### config.mk
export PLATFORM = sky130hd
export DESIGN_NAME = uart_tx_arbiter_flat
export DESIGN_NICKNAME = d
export VERILOG_FILES = /design/src/rtl/uart_tx_arbiter_if.sv /design/src/rtl/uart_tx_arbiter.sv /design/src/flat_wrapper.sv
export SDC_FILE = /design/constraint.sdc
export NUM_CORES = 1
export LEC_CHECK = 0
export BUFFER_PORTS_ARGS = -buffer_cell sky130_fd_sc_hd__buf_4
export CORE_MARGIN = 3
export CORE_UTILIZATION = 48
export DETAILED_ROUTE_END_ITERATION = 12
export GPL_TIMING_DRIVEN = 0
export PLACE_DENSITY = 0.81
export SYNTH_ARGS = -nofsm -noshare
export SYNTH_HDL_FRONTEND = slang
export SYNTH_SLANG_ARGS = --single-unit
### constraint.sdc
create_clock -name CLK -period 5.31 [get_ports CLK]
set_input_delay 0.7965 -clock CLK [delete_from_list [all_inputs] [get_ports CLK]]
set_output_delay 0.7965 -clock CLK [all_outputs]
set_load 0.01 [all_outputs]
### src/rtl/uart_tx_arbiter_if.sv
// Requester-side and UartTx-side handshake bundle of the UartTx arbiter.
// The arbiter takes the slave modport; the requesters and UartTx together take master.
interface uart_tx_arbiter_if #(
    parameter int NREQ = 4
);
    logic [NREQ-1:0]   REQ_VALID;
    logic [8*NREQ-1:0] REQ_DATA;
    logic [NREQ-1:0]   REQ_LOCK;
    logic [NREQ-1:0]   REQ_ACK;
    logic [7:0]        TX_DATA;
    logic              TX_WE;
    logic              TX_READY;
    logic [2:0]        GRANT_ID;
    logic              BUSY;

    modport master (
        output REQ_VALID, REQ_DATA, REQ_LOCK, TX_READY,
        input  REQ_ACK, TX_DATA, TX_WE, GRANT_ID, BUSY
    );

    modport slave (
        input  REQ_VALID, REQ_DATA, REQ_LOCK, TX_READY,
        output REQ_ACK, TX_DATA, TX_WE, GRANT_ID, BUSY
    );
endinterface

### src/rtl/uart_tx_arbiter.sv
// Shares one UartTx serializer between NREQ byte-stream requesters using
// round-robin arbitration with an optional per-requester lock capped at MAX_BURST bytes.
module uart_tx_arbiter #(
    parameter int NREQ      = 4,
    parameter int MAX_BURST = 16
) (
    input logic              CLK,
    input logic              RST_X,
    uart_tx_arbiter_if.slave bus
);
    localparam logic [1:0] IDLE  = 2'd0;
    localparam logic [1:0] ISSUE = 2'd1;
    localparam logic [1:0] HOLD  = 2'd2;
    localparam logic [1:0] WAIT  = 2'd3;

    logic [1:0]      state_q, state_d;
    logic [2:0]      rr_ptr_q, rr_ptr_d;
    logic            lock_valid_q, lock_valid_d;
    logic [2:0]      lock_owner_q, lock_owner_d;
    logic [7:0]      burst_cnt_q, burst_cnt_d;
    logic [7:0]      tx_data_q, tx_data_d;
    logic            tx_we_q, tx_we_d;
    logic [NREQ-1:0] req_ack_q, req_ack_d;
    logic [2:0]      grant_id_q, grant_id_d;
    logic            busy_q, busy_d;

    logic            owner_valid;
    logic            owner_lock;
    logic            rr_found;
    logic [2:0]      rr_winner;
    int              best_dist;
    int              rr_dist;
    logic            grant;
    logic [2:0]      winner;
    logic            lock_live;
    logic [7:0]      win_data;
    logic            win_lock;
    logic [7:0]      burst_next;

    always_comb begin
        owner_valid = 1'b0;
        owner_lock  = 1'b0;
        for (int i = 0; i < NREQ; i++) begin
            if (3'(i) == lock_owner_q) begin
                owner_valid = bus.REQ_VALID[i];
                owner_lock  = bus.REQ_LOCK[i];
            end
        end
    end

    // Distance 0 is the index just after rr_ptr, so the last winner ranks lowest.
    always_comb begin
        rr_found  = 1'b0;
        rr_winner = '0;
        best_dist = NREQ;
        rr_dist   = 0;
        for (int i = 0; i < NREQ; i++) begin
            rr_dist = (i + NREQ - 1 - int'(rr_ptr_q)) % NREQ;
            if (bus.REQ_VALID[i] && (rr_dist < best_dist)) begin
                best_dist = rr_dist;
                rr_found  = 1'b1;
                rr_winner = 3'(i);
            end
        end
    end

    always_comb begin
        state_d      = state_q;
        rr_ptr_d     = rr_ptr_q;
        lock_valid_d = lock_valid_q;
        lock_owner_d = lock_owner_q;
        burst_cnt_d  = burst_cnt_q;
        tx_data_d    = tx_data_q;
        tx_we_d      = 1'b0;
        req_ack_d    = '0;
        grant_id_d   = grant_id_q;
        busy_d       = busy_q;
        grant        = 1'b0;
        winner       = rr_winner;
        lock_live    = lock_valid_q;
        win_data     = '0;
        win_lock     = 1'b0;
        burst_next   = '0;

        case (state_q)
            IDLE: begin
                if (bus.TX_READY) begin
                    if (lock_valid_q && owner_valid) begin
                        grant  = 1'b1;
                        winner = lock_owner_q;
                    end else if (lock_valid_q && owner_lock) begin
                        grant = 1'b0;
                    end else begin
                        // A dropped lock is released and normal arbitration runs this same cycle.
                        lock_live    = 1'b0;
                        lock_valid_d = 1'b0;
                        grant        = rr_found;
                        winner       = rr_winner;
                    end
                end
            end
            ISSUE:   state_d = HOLD;
            HOLD:    state_d = WAIT;
            WAIT: begin
                if (bus.TX_READY) begin
                    busy_d  = 1'b0;
                    state_d = IDLE;
                end
            end
            default: state_d = IDLE;
        endcase

        for (int i = 0; i < NREQ; i++) begin
            if (3'(i) == winner) begin
                win_data = bus.REQ_DATA[8*i +: 8];
                win_lock = bus.REQ_LOCK[i];
            end
        end

        if (grant) begin
            state_d    = ISSUE;
            tx_data_d  = win_data;
            grant_id_d = winner;
            tx_we_d    = 1'b1;
            busy_d     = 1'b1;
            rr_ptr_d   = winner;
            for (int i = 0; i < NREQ; i++) begin
                req_ack_d[i] = (3'(i) == winner);
            end
            // Hitting the burst cap drops the lock so the owner falls to lowest priority.
            if (win_lock) begin
                burst_next   = (lock_live && (lock_owner_q == winner)) ? burst_cnt_q + 8'd1 : 8'd1;
                lock_owner_d = winner;
                burst_cnt_d  = burst_next;
                lock_valid_d = (burst_next < 8'(MAX_BURST));
            end else begin
                lock_valid_d = 1'b0;
                burst_cnt_d  = '0;
            end
        end
    end

    always_ff @(posedge CLK) begin
        if (!RST_X) begin
            state_q      <= IDLE;
            rr_ptr_q     <= 3'(NREQ - 1);
            lock_valid_q <= 1'b0;
            lock_owner_q <= '0;
            burst_cnt_q  <= '0;
            tx_data_q    <= '0;
            tx_we_q      <= 1'b0;
            req_ack_q    <= '0;
            grant_id_q   <= '0;
            busy_q       <= 1'b0;
        end else begin
            state_q      <= state_d;
            rr_ptr_q     <= rr_ptr_d;
            lock_valid_q <= lock_valid_d;
            lock_owner_q <= lock_owner_d;
            burst_cnt_q  <= burst_cnt_d;
            tx_data_q    <= tx_data_d;
            tx_we_q      <= tx_we_d;
            req_ack_q    <= req_ack_d;
            grant_id_q   <= grant_id_d;
            busy_q       <= busy_d;
        end
    end

    assign bus.TX_DATA  = tx_data_q;
    assign bus.TX_WE    = tx_we_q;
    assign bus.REQ_ACK  = req_ack_q;
    assign bus.GRANT_ID = grant_id_q;
    assign bus.BUSY     = busy_q;
endmodule
### src/flat_wrapper.sv
// flat-port wrapper written by rule: the top's interface ports become plain ports
module uart_tx_arbiter_flat 
#(
    parameter int NREQ      = 4,
    parameter int MAX_BURST = 16
)
  (CLK, RST_X, bus_REQ_VALID, bus_REQ_DATA, bus_REQ_LOCK, bus_TX_READY, bus_REQ_ACK, bus_TX_DATA, bus_TX_WE, bus_GRANT_ID, bus_BUSY);
  uart_tx_arbiter_if #(.NREQ(NREQ)) bus_i ();
  input logic CLK;
  input logic RST_X;
  input wire logic [$bits(bus_i.REQ_VALID)-1:0] bus_REQ_VALID;
  input wire logic [$bits(bus_i.REQ_DATA)-1:0] bus_REQ_DATA;
  input wire logic [$bits(bus_i.REQ_LOCK)-1:0] bus_REQ_LOCK;
  input wire logic [$bits(bus_i.TX_READY)-1:0] bus_TX_READY;
  output wire logic [$bits(bus_i.REQ_ACK)-1:0] bus_REQ_ACK;
  output wire logic [$bits(bus_i.TX_DATA)-1:0] bus_TX_DATA;
  output wire logic [$bits(bus_i.TX_WE)-1:0] bus_TX_WE;
  output wire logic [$bits(bus_i.GRANT_ID)-1:0] bus_GRANT_ID;
  output wire logic [$bits(bus_i.BUSY)-1:0] bus_BUSY;
  assign bus_i.REQ_VALID = bus_REQ_VALID;
  assign bus_i.REQ_DATA = bus_REQ_DATA;
  assign bus_i.REQ_LOCK = bus_REQ_LOCK;
  assign bus_i.TX_READY = bus_TX_READY;
  assign bus_REQ_ACK = bus_i.REQ_ACK;
  assign bus_TX_DATA = bus_i.TX_DATA;
  assign bus_TX_WE = bus_i.TX_WE;
  assign bus_GRANT_ID = bus_i.GRANT_ID;
  assign bus_BUSY = bus_i.BUSY;
  uart_tx_arbiter #(.NREQ(NREQ), .MAX_BURST(MAX_BURST)) u_core (.CLK(CLK), .RST_X(RST_X), .bus(bus_i));
endmodule
After elaboration in Yosys (flattened, before gate mapping)
Cells that the tools add are included.
{"block": "op_classes", "add_sub_neg": 5, "magnitude_cmp": 5, "n_eq_ne": 12, "n_mux": 48, "bitwise": 5, "n_reduce_logical": 24}
{"cell": "3-bit by 32-bit less-than comparator with 1-bit output", "count": 3}
{"cell": "32-bit two-way mux", "count": 3}
{"cell": "8-bit two-way mux", "count": 6}
{"cell": "1-bit two-way mux", "count": 32}
{"cell": "2-bit by 3-bit equality test with 1-bit output (first input constant)", "count": 4}
{"cell": "3-bit by 3-bit subtractor with 4-bit output (first input constant)", "count": 3}
{"cell": "2-bit AND reduction", "count": 5}
{"cell": "2-bit OR reduction", "count": 5}
{"cell": "3-bit two-way mux", "count": 3}
{"cell": "8-bit by 1-bit adder with 8-bit output (second input constant)", "count": 1}
{"cell": "8-bit by 5-bit less-than comparator with 1-bit output (second input constant)", "count": 1}
{"cell": "1-bit logical AND", "count": 7}
{"cell": "1-bit by 3-bit equality test with 1-bit output (first input constant)", "count": 2}
{"cell": "3-bit zero test", "count": 2}
{"cell": "2-bit two-way mux", "count": 3}
{"cell": "2-bit case mux with 3 select lines", "count": 1}
{"cell": "1-bit AND", "count": 4}
{"cell": "2-bit equality test (second input constant)", "count": 2}
{"cell": "3-bit by 4-bit less-than comparator with 1-bit output (second input constant)", "count": 1}
{"cell": "2-bit nonzero test", "count": 2}
{"cell": "4-bit nonzero test", "count": 1}
{"cell": "2-bit by 3-bit subtractor with 4-bit output (first input constant)", "count": 1}
{"cell": "3-bit equality test", "count": 1}
{"cell": "3-bit by 2-bit != test with 1-bit output (second input constant)", "count": 1}
{"cell": "other kinds (5)", "count": 5}
{"block": "word_totals", "reg_bits": 34, "inputBits": 43, "output_inout_bits": 17, "wordCells": 110}

Logic depth before layout (Yosys ltp)
{"block": "depth", "depth_word": 25, "depth_mapped": 29, "depth_no_buf": 27}

Worst setup path before layout
Ideal clock, no wire load.
{"block": "synth_path", "path_kind": "input port to flip-flop", "start": "in bus_REQ_VALID[0]", "end": "reg u_core.burst_cnt_q[1]", "setup_time_ns": 0.117, "arrival_time_ns": 5.385, "required_ns": 5.193, "path_slack_ns": -0.192, "cell_stages": 21, "n_path_buf": 1, "cell_sequence": "a21boi_0 > ha_1 > and2_1 > a2111oi_1 > o21ai_1 > a31oi_1 > ha_1 > nand3b_1 > a21oi_1 > a211o_1 > a21oi_1 > o21ai_0 > ha_1 > nor4bb_1 > o2bb2ai_1 > nand3_1 > o2bb2ai_2 > o31ai_4 > mux4_2 > buf_6 > a32o_1"}
{"block": "synth_between", "elab_chain_cells": 20, "word_cells_on_any_way": 44, "classes_between": "order compare: 3; eq/ne: 4; mux: 30; reduce/logical: 7"}
{"element": "start, declared", "line": "flat_wrapper.sv:11", "source": "input wire logic [$bits(bus_i.REQ_VALID)-1:0] bus_REQ_VALID;"}
{"element": "1-bit logical AND", "line": "uart_tx_arbiter.sv:59", "source": "if (bus.REQ_VALID[i] && (rr_dist < best_dist)) begin"}
{"element": "32-bit two-way mux", "line": "uart_tx_arbiter.sv:59"}
{"element": "3-bit by 32-bit less-than comparator with 1-bit output", "line": "uart_tx_arbiter.sv:59"}
{"element": "1-bit logical AND", "line": "uart_tx_arbiter.sv:59"}
{"element": "32-bit two-way mux", "line": "uart_tx_arbiter.sv:59"}
{"element": "3-bit by 32-bit less-than comparator with 1-bit output", "line": "uart_tx_arbiter.sv:59"}
{"element": "1-bit logical AND", "line": "uart_tx_arbiter.sv:59"}
{"element": "32-bit two-way mux", "line": "uart_tx_arbiter.sv:59"}
{"element": "3-bit by 32-bit less-than comparator with 1-bit output", "line": "uart_tx_arbiter.sv:59"}
{"element": "1-bit logical AND", "line": "uart_tx_arbiter.sv:59"}
{"element": "2-bit two-way mux", "line": "uart_tx_arbiter.sv:59"}
{"element": "3-bit two-way mux", "line": "uart_tx_arbiter.sv:88", "source": "if (lock_valid_q && owner_valid) begin"}
{"element": "3-bit two-way mux", "line": "uart_tx_arbiter.sv:87", "source": "if (bus.TX_READY) begin"}
{"element": "3-bit two-way mux", "line": "uart_tx_arbiter.sv:85", "source": "case (state_q)"}
{"element": "3-bit zero test", "line": "uart_tx_arbiter.sv:114", "source": "if (3'(i) == winner) begin"}
{"element": "1-bit two-way mux (4 in a row)", "line": "uart_tx_arbiter.sv:114"}
{"element": "8-bit two-way mux", "line": "uart_tx_arbiter.sv:131", "source": "if (win_lock) begin"}
{"element": "end signal, assigned", "line": "uart_tx_arbiter.sv:160", "source": "burst_cnt_q <= burst_cnt_d;"}
{"element": "end, declared", "line": "uart_tx_arbiter.sv:20", "source": "logic [7:0] burst_cnt_q, burst_cnt_d;"}
Several ways; a longest one is shown, not always the timed one.
A chain may end at the register's enable or synchronous reset.

Worst setup path in the final report
{"block": "layout_path", "start": "reg u_core.rr_ptr_q[0]", "end": "reg u_core.burst_cnt_q[4]"}
{"block": "layout_between", "elab_chain_cells": 24, "word_cells_on_any_way": 49, "classes_between": "add/sub: 4; order compare: 4; eq/ne: 4; mux: 23; bitwise: 4; reduce/logical: 10"}
{"element": "start, declared", "line": "uart_tx_arbiter.sv:17", "source": "logic [2:0] rr_ptr_q, rr_ptr_d;"}
{"element": "start signal, assigned", "line": "uart_tx_arbiter.sv:146", "source": "rr_ptr_q <= 3'(NREQ - 1);"}
{"element": "start signal, assigned", "line": "uart_tx_arbiter.sv:157", "source": "rr_ptr_q <= rr_ptr_d;"}
{"element": "2-bit by 3-bit subtractor with 4-bit output", "line": "uart_tx_arbiter.sv:58", "source": "rr_dist = (i + NREQ - 1 - int'(rr_ptr_q)) % NREQ;"}
{"element": "2-bit OR reduction (no source line)"}
{"element": "1-bit AND (no source line)"}
{"element": "3-bit by 4-bit less-than comparator with 1-bit output", "line": "uart_tx_arbiter.sv:59"}
{"element": "1-bit logical AND", "line": "uart_tx_arbiter.sv:59"}
{"element": "32-bit two-way mux", "line": "uart_tx_arbiter.sv:59"}
{"element": "3-bit by 32-bit less-than comparator with 1-bit output", "line": "uart_tx_arbiter.sv:59"}
{"element": "1-bit logical AND", "line": "uart_tx_arbiter.sv:59"}
{"element": "[5 not listed]"}
{"element": "1-bit logical AND", "line": "uart_tx_arbiter.sv:59"}
{"element": "2-bit two-way mux", "line": "uart_tx_arbiter.sv:59"}
{"element": "3-bit two-way mux", "line": "uart_tx_arbiter.sv:88"}
{"element": "3-bit two-way mux", "line": "uart_tx_arbiter.sv:87"}
{"element": "3-bit two-way mux", "line": "uart_tx_arbiter.sv:85"}
{"element": "3-bit zero test", "line": "uart_tx_arbiter.sv:114"}
{"element": "1-bit two-way mux (4 in a row)", "line": "uart_tx_arbiter.sv:114"}
{"element": "8-bit two-way mux", "line": "uart_tx_arbiter.sv:131"}
Several ways; a longest one is shown, not always the timed one.

==> metrics.csv <==
stage,metric,value,unit
power,Seq pwr share,20.0,%
finish,design area,3542,um2
floorplanning,Initial Utilization,51.71,%
sta,Final Hold Fails,0,
placement,gp weighted congestion,0.8451,
power,Leak,1.566,nW
setup_path,crit end category,flop,
sta,RSZ-0062 raised after global routing,true,
floorplanning,Row Count,24,
route,via count,2444,
sta,Slew headroom,59.76,%
finish,Final #Nets,412,
synth,Mean Syn Cell Area,9.088,um2
flow_run,Max-cap violations,0,
global_routing,vias in the first global route,2107,
route,vias per inst,5.805,
sta,skew final,10.76,ps
synth,Mapped Cells,258,
sta,"Min Clock Period, post-route",5456,ps
sta,final setup fails,20,
route,routed length per instance,17.48,um
sta,Worst Tran Pin Value,599.0,ps
hold_path,Hold Path Class,flop to flop,
power,Int Pwr,1.023,mW
synth,#FFs+latches synth,33,
global_routing,total global-route track usage,22.37,%
clocking,Sink Count,33,
clocking,total CTS buffers,5,
sta,final cycle utilization of the critical path,102.7,%
synth,Post-synth ARST share,0,%
clocking,H-tree depth,2,
synth,Post-synth EDFFs,0,
setup_path,startpoint types,flop,
route,Detailed Route Iter0 Violations,156,
route,Detailed Route WL,7360,um
floorplanning,die height,75.89,um
placement,IO buf count,59,
sta,max-slew violation total from the final report,0,
power,clock power share,17.4,%
sta,hold slack,483.6,ps
run_status,status,finished with violations,
sta,Achievable Freq,183.3,MHz
floorplanning,Die Area,5759,um2
route,DRC errors left,0,
route,First-pass DRT Iterations,4,
setup_path,WP data arrival,5640,ps
global_routing,first-pass GRT wire length,9791,um
synth,"Primary FF master, synth",dfxtp_1,
global_routing,initial antenna violation count,0,
power,Net Sw Frac,37.87,%
global_routing,grt total ovfl,0,
run_status,failing checks,negative setup slack,
synth,Ys Warns,0,
route,Post-DRT Antenna Nets,0,
setup_path,Setup CP Type,flop to flop,
power,Comb power frac,62.5,%
clocking,Max Root-Sink Buffers,2,
power,P_sw,0.6237,mW
synth,Synth Cell Area,2345,um2
power,Worst VDD drop,0.3529,mV
finish,"commonest cells after routing, fill and taps aside","buf_4 (87), dfxtp_1 (31), nand2_1 (29), mux2i_1 (18)",
power,power density cells,465.0,nW/um2
setup_path,CP Max Fanout,7,
finish,ANT cells,0,
placement,DPL Wire Length,4723,um
floorplanning,core box area,4534,um2
floorplanning,DIE WIDTH,75.89,um
synth,"Net Count, Synth",315,
clocking,Skew-Pair Late Insertion Delay,300,ps
synth,sequential area share after synthesis,28.18,%
placement,Placement Cell Area,2925,um2
floorplanning,I/O Pins,60,
clocking,Hold Buf Count CTS,0,
sta,Setup WS post-layout,-145.7,ps
finish,"commonest non-fill, non-tap cell in the layout",buf_4,
clocking,clk root buf,clkbuf_8,
setup_path,CP Data Required Time,5490,ps
global_routing,largest net degree at the start of global routing,12,
clocking,"CTS clk-pin slew, worst paths",80,ps
synth,Netlist cell types,56,
finish,share of cells above drive strength 1,46.91,%
placement,Post-Place Setup Slack,-771.1,ps
finish,area delta synth->final,51.07,%
clocking,CTS tree,done,
==> Yosys cell counts (all sizes together), types with 4 or more instances <==
library cell	number	area [um2]
a21boi	5	37.54
a21oi	8	40.04
a31oi	6	37.54
and2	4	27.53
and3	5	31.28
buf	8	68.81
clkbuf	6	22.52
dfxtp	33	660.6
ha	14	175.2
inv	12	45.04
mux2	10	112.6
mux2i	19	190.2
nand2	30	115.1
nand2b	6	37.54
nand3	11	55.05
nor2	5	18.77
nor2b	7	43.79
nor3	5	25.02
o211ai	4	30.03
o21ai	12	63.81
o22ai	9	100.1
==> kinds of logic (layout without fill, tap and decap cells) <==
group | Yosys count | after routing | share of synthesized area, %
mux | 32 | 32 | 15.79
simple gates | 86 | 86 | 19.64
fa+ha+maj | 14 | 14 | 7.471
flops | 33 | 33 | 28.17
buf+inv | 26 | 124 | 5.816
xor+xnor | 2 | 2 | 0.7472
compound gates | 65 | 65 | 22.36
==> layout make-up <==
cell class                      count  area, um2
Buffer                             13      90.09
Clock buffer                        5      68.82
Clock inverter                      3      65.06
Fill cell                         282      992.2
Inverter                           12      56.30
Multi-Input combinational cell    199       1808
Sequential cell                    33      668.1
Tap cell                           65      81.33
Timing Repair Buffer               91      704.4
==> critical path: stages, from the launching register on <==
cell and delay (ps):
dfxtp_4 370, ha_1 190, inv_1 130, nand3_1 170, ha_4 340, nand2b_1 100
a2111oi_4 360, o21ai_4 160, mux2_2 330, ha_1 350, and4bb_4 210, buf_4 150
a21oi_4 190, o21ai_2 110, ha_4 300, nand3_2 60, a221o_1 320, o2bb2ai_4 150
o31ai_4 300, mux4_2 620, buf_6 170, a31oi_1 170, mux2i_1 90
==> timing repair <==
action | 4_1_cts | 5_1_grt
pin swaps | 12 | 25
setup endpoints to repair | 31 | 30
resized for setup | 22 | 39
buffers inserted | 12 | 19
cloned | 1 | 0
==> power by group through the flow <==
stage / combinational (mW) / sequential, mW / clock [mW]
after CTS: 0.821 / 0.329 / 0.288
after floorplan: 0.539 / 0.337 / 0
final: 1.03 / 0.330 / 0.287
after global placement: 0.711 / 0.330 / 0
after global routing: 1.09 / 0.336 / 0.300
after detailed placement: 0.731 / 0.331 / 0
==> registers in the layout (all words and copies together), names as in the netlist <==
signal / flops
u_core.lock_valid_q: 1
u_core.lock_owner_q: 3
u_core.bus.TX_WE: 1
u_core.burst_cnt_q: 8
u_core.bus.GRANT_ID: 3
u_core.rr_ptr_q: 2
u_core.bus.REQ_ACK: 4
u_core.bus.BUSY: 1
u_core.state_q: 2
u_core.bus.TX_DATA: 8
==> through the flow <==
| step | total power [mW] | setup TNS [ps] | cells | utilization [%] |
|---|---|---|---|---|
| 2_1_floorplan | 0.8760 | 0 | 258 | - |
| 5_1_grt | 1.727 | -6998 | 421 | 78.12 |
| 4_1_cts | 1.438 | 0 | 403 | 71.16 |
| 3_3_place_gp | 1.042 | -11630 | 382 | 64.51 |
| 6_report | 1.647 | -1316 | 421 | 78.12 |
| 3_5_place_dp | 1.062 | -17050 | 382 | 64.51 |
==> metal layers <==
layer  global-route usage, %  wire (um)  vias to the layer above
met4                   7.573        166                        0
li1                        -          -                     1164
met3                   5.013        414                       18
met1                   28.81       3137                     1175
met2                   36.79       3641                       87
met5                       0          0                        -
==> worst paths after layout <==
kind | from | end | slack, ps | cells after the start
setup reg to reg | u_core.rr_ptr_q[0] | u_core.burst_cnt_q[4] | -150 | 22
setup / recovery | u_core.rr_ptr_q[0] | u_core.burst_cnt_q[4] | -150 | 22
hold reg to reg | u_core.bus.TX_DATA[0] | u_core.bus.TX_DATA[0] | 480 | 2
hold / removal | u_core.bus.TX_DATA[0] | u_core.bus.TX_DATA[0] | 480 | 2
Note: power is estimated with default switching activity, not from simulation.
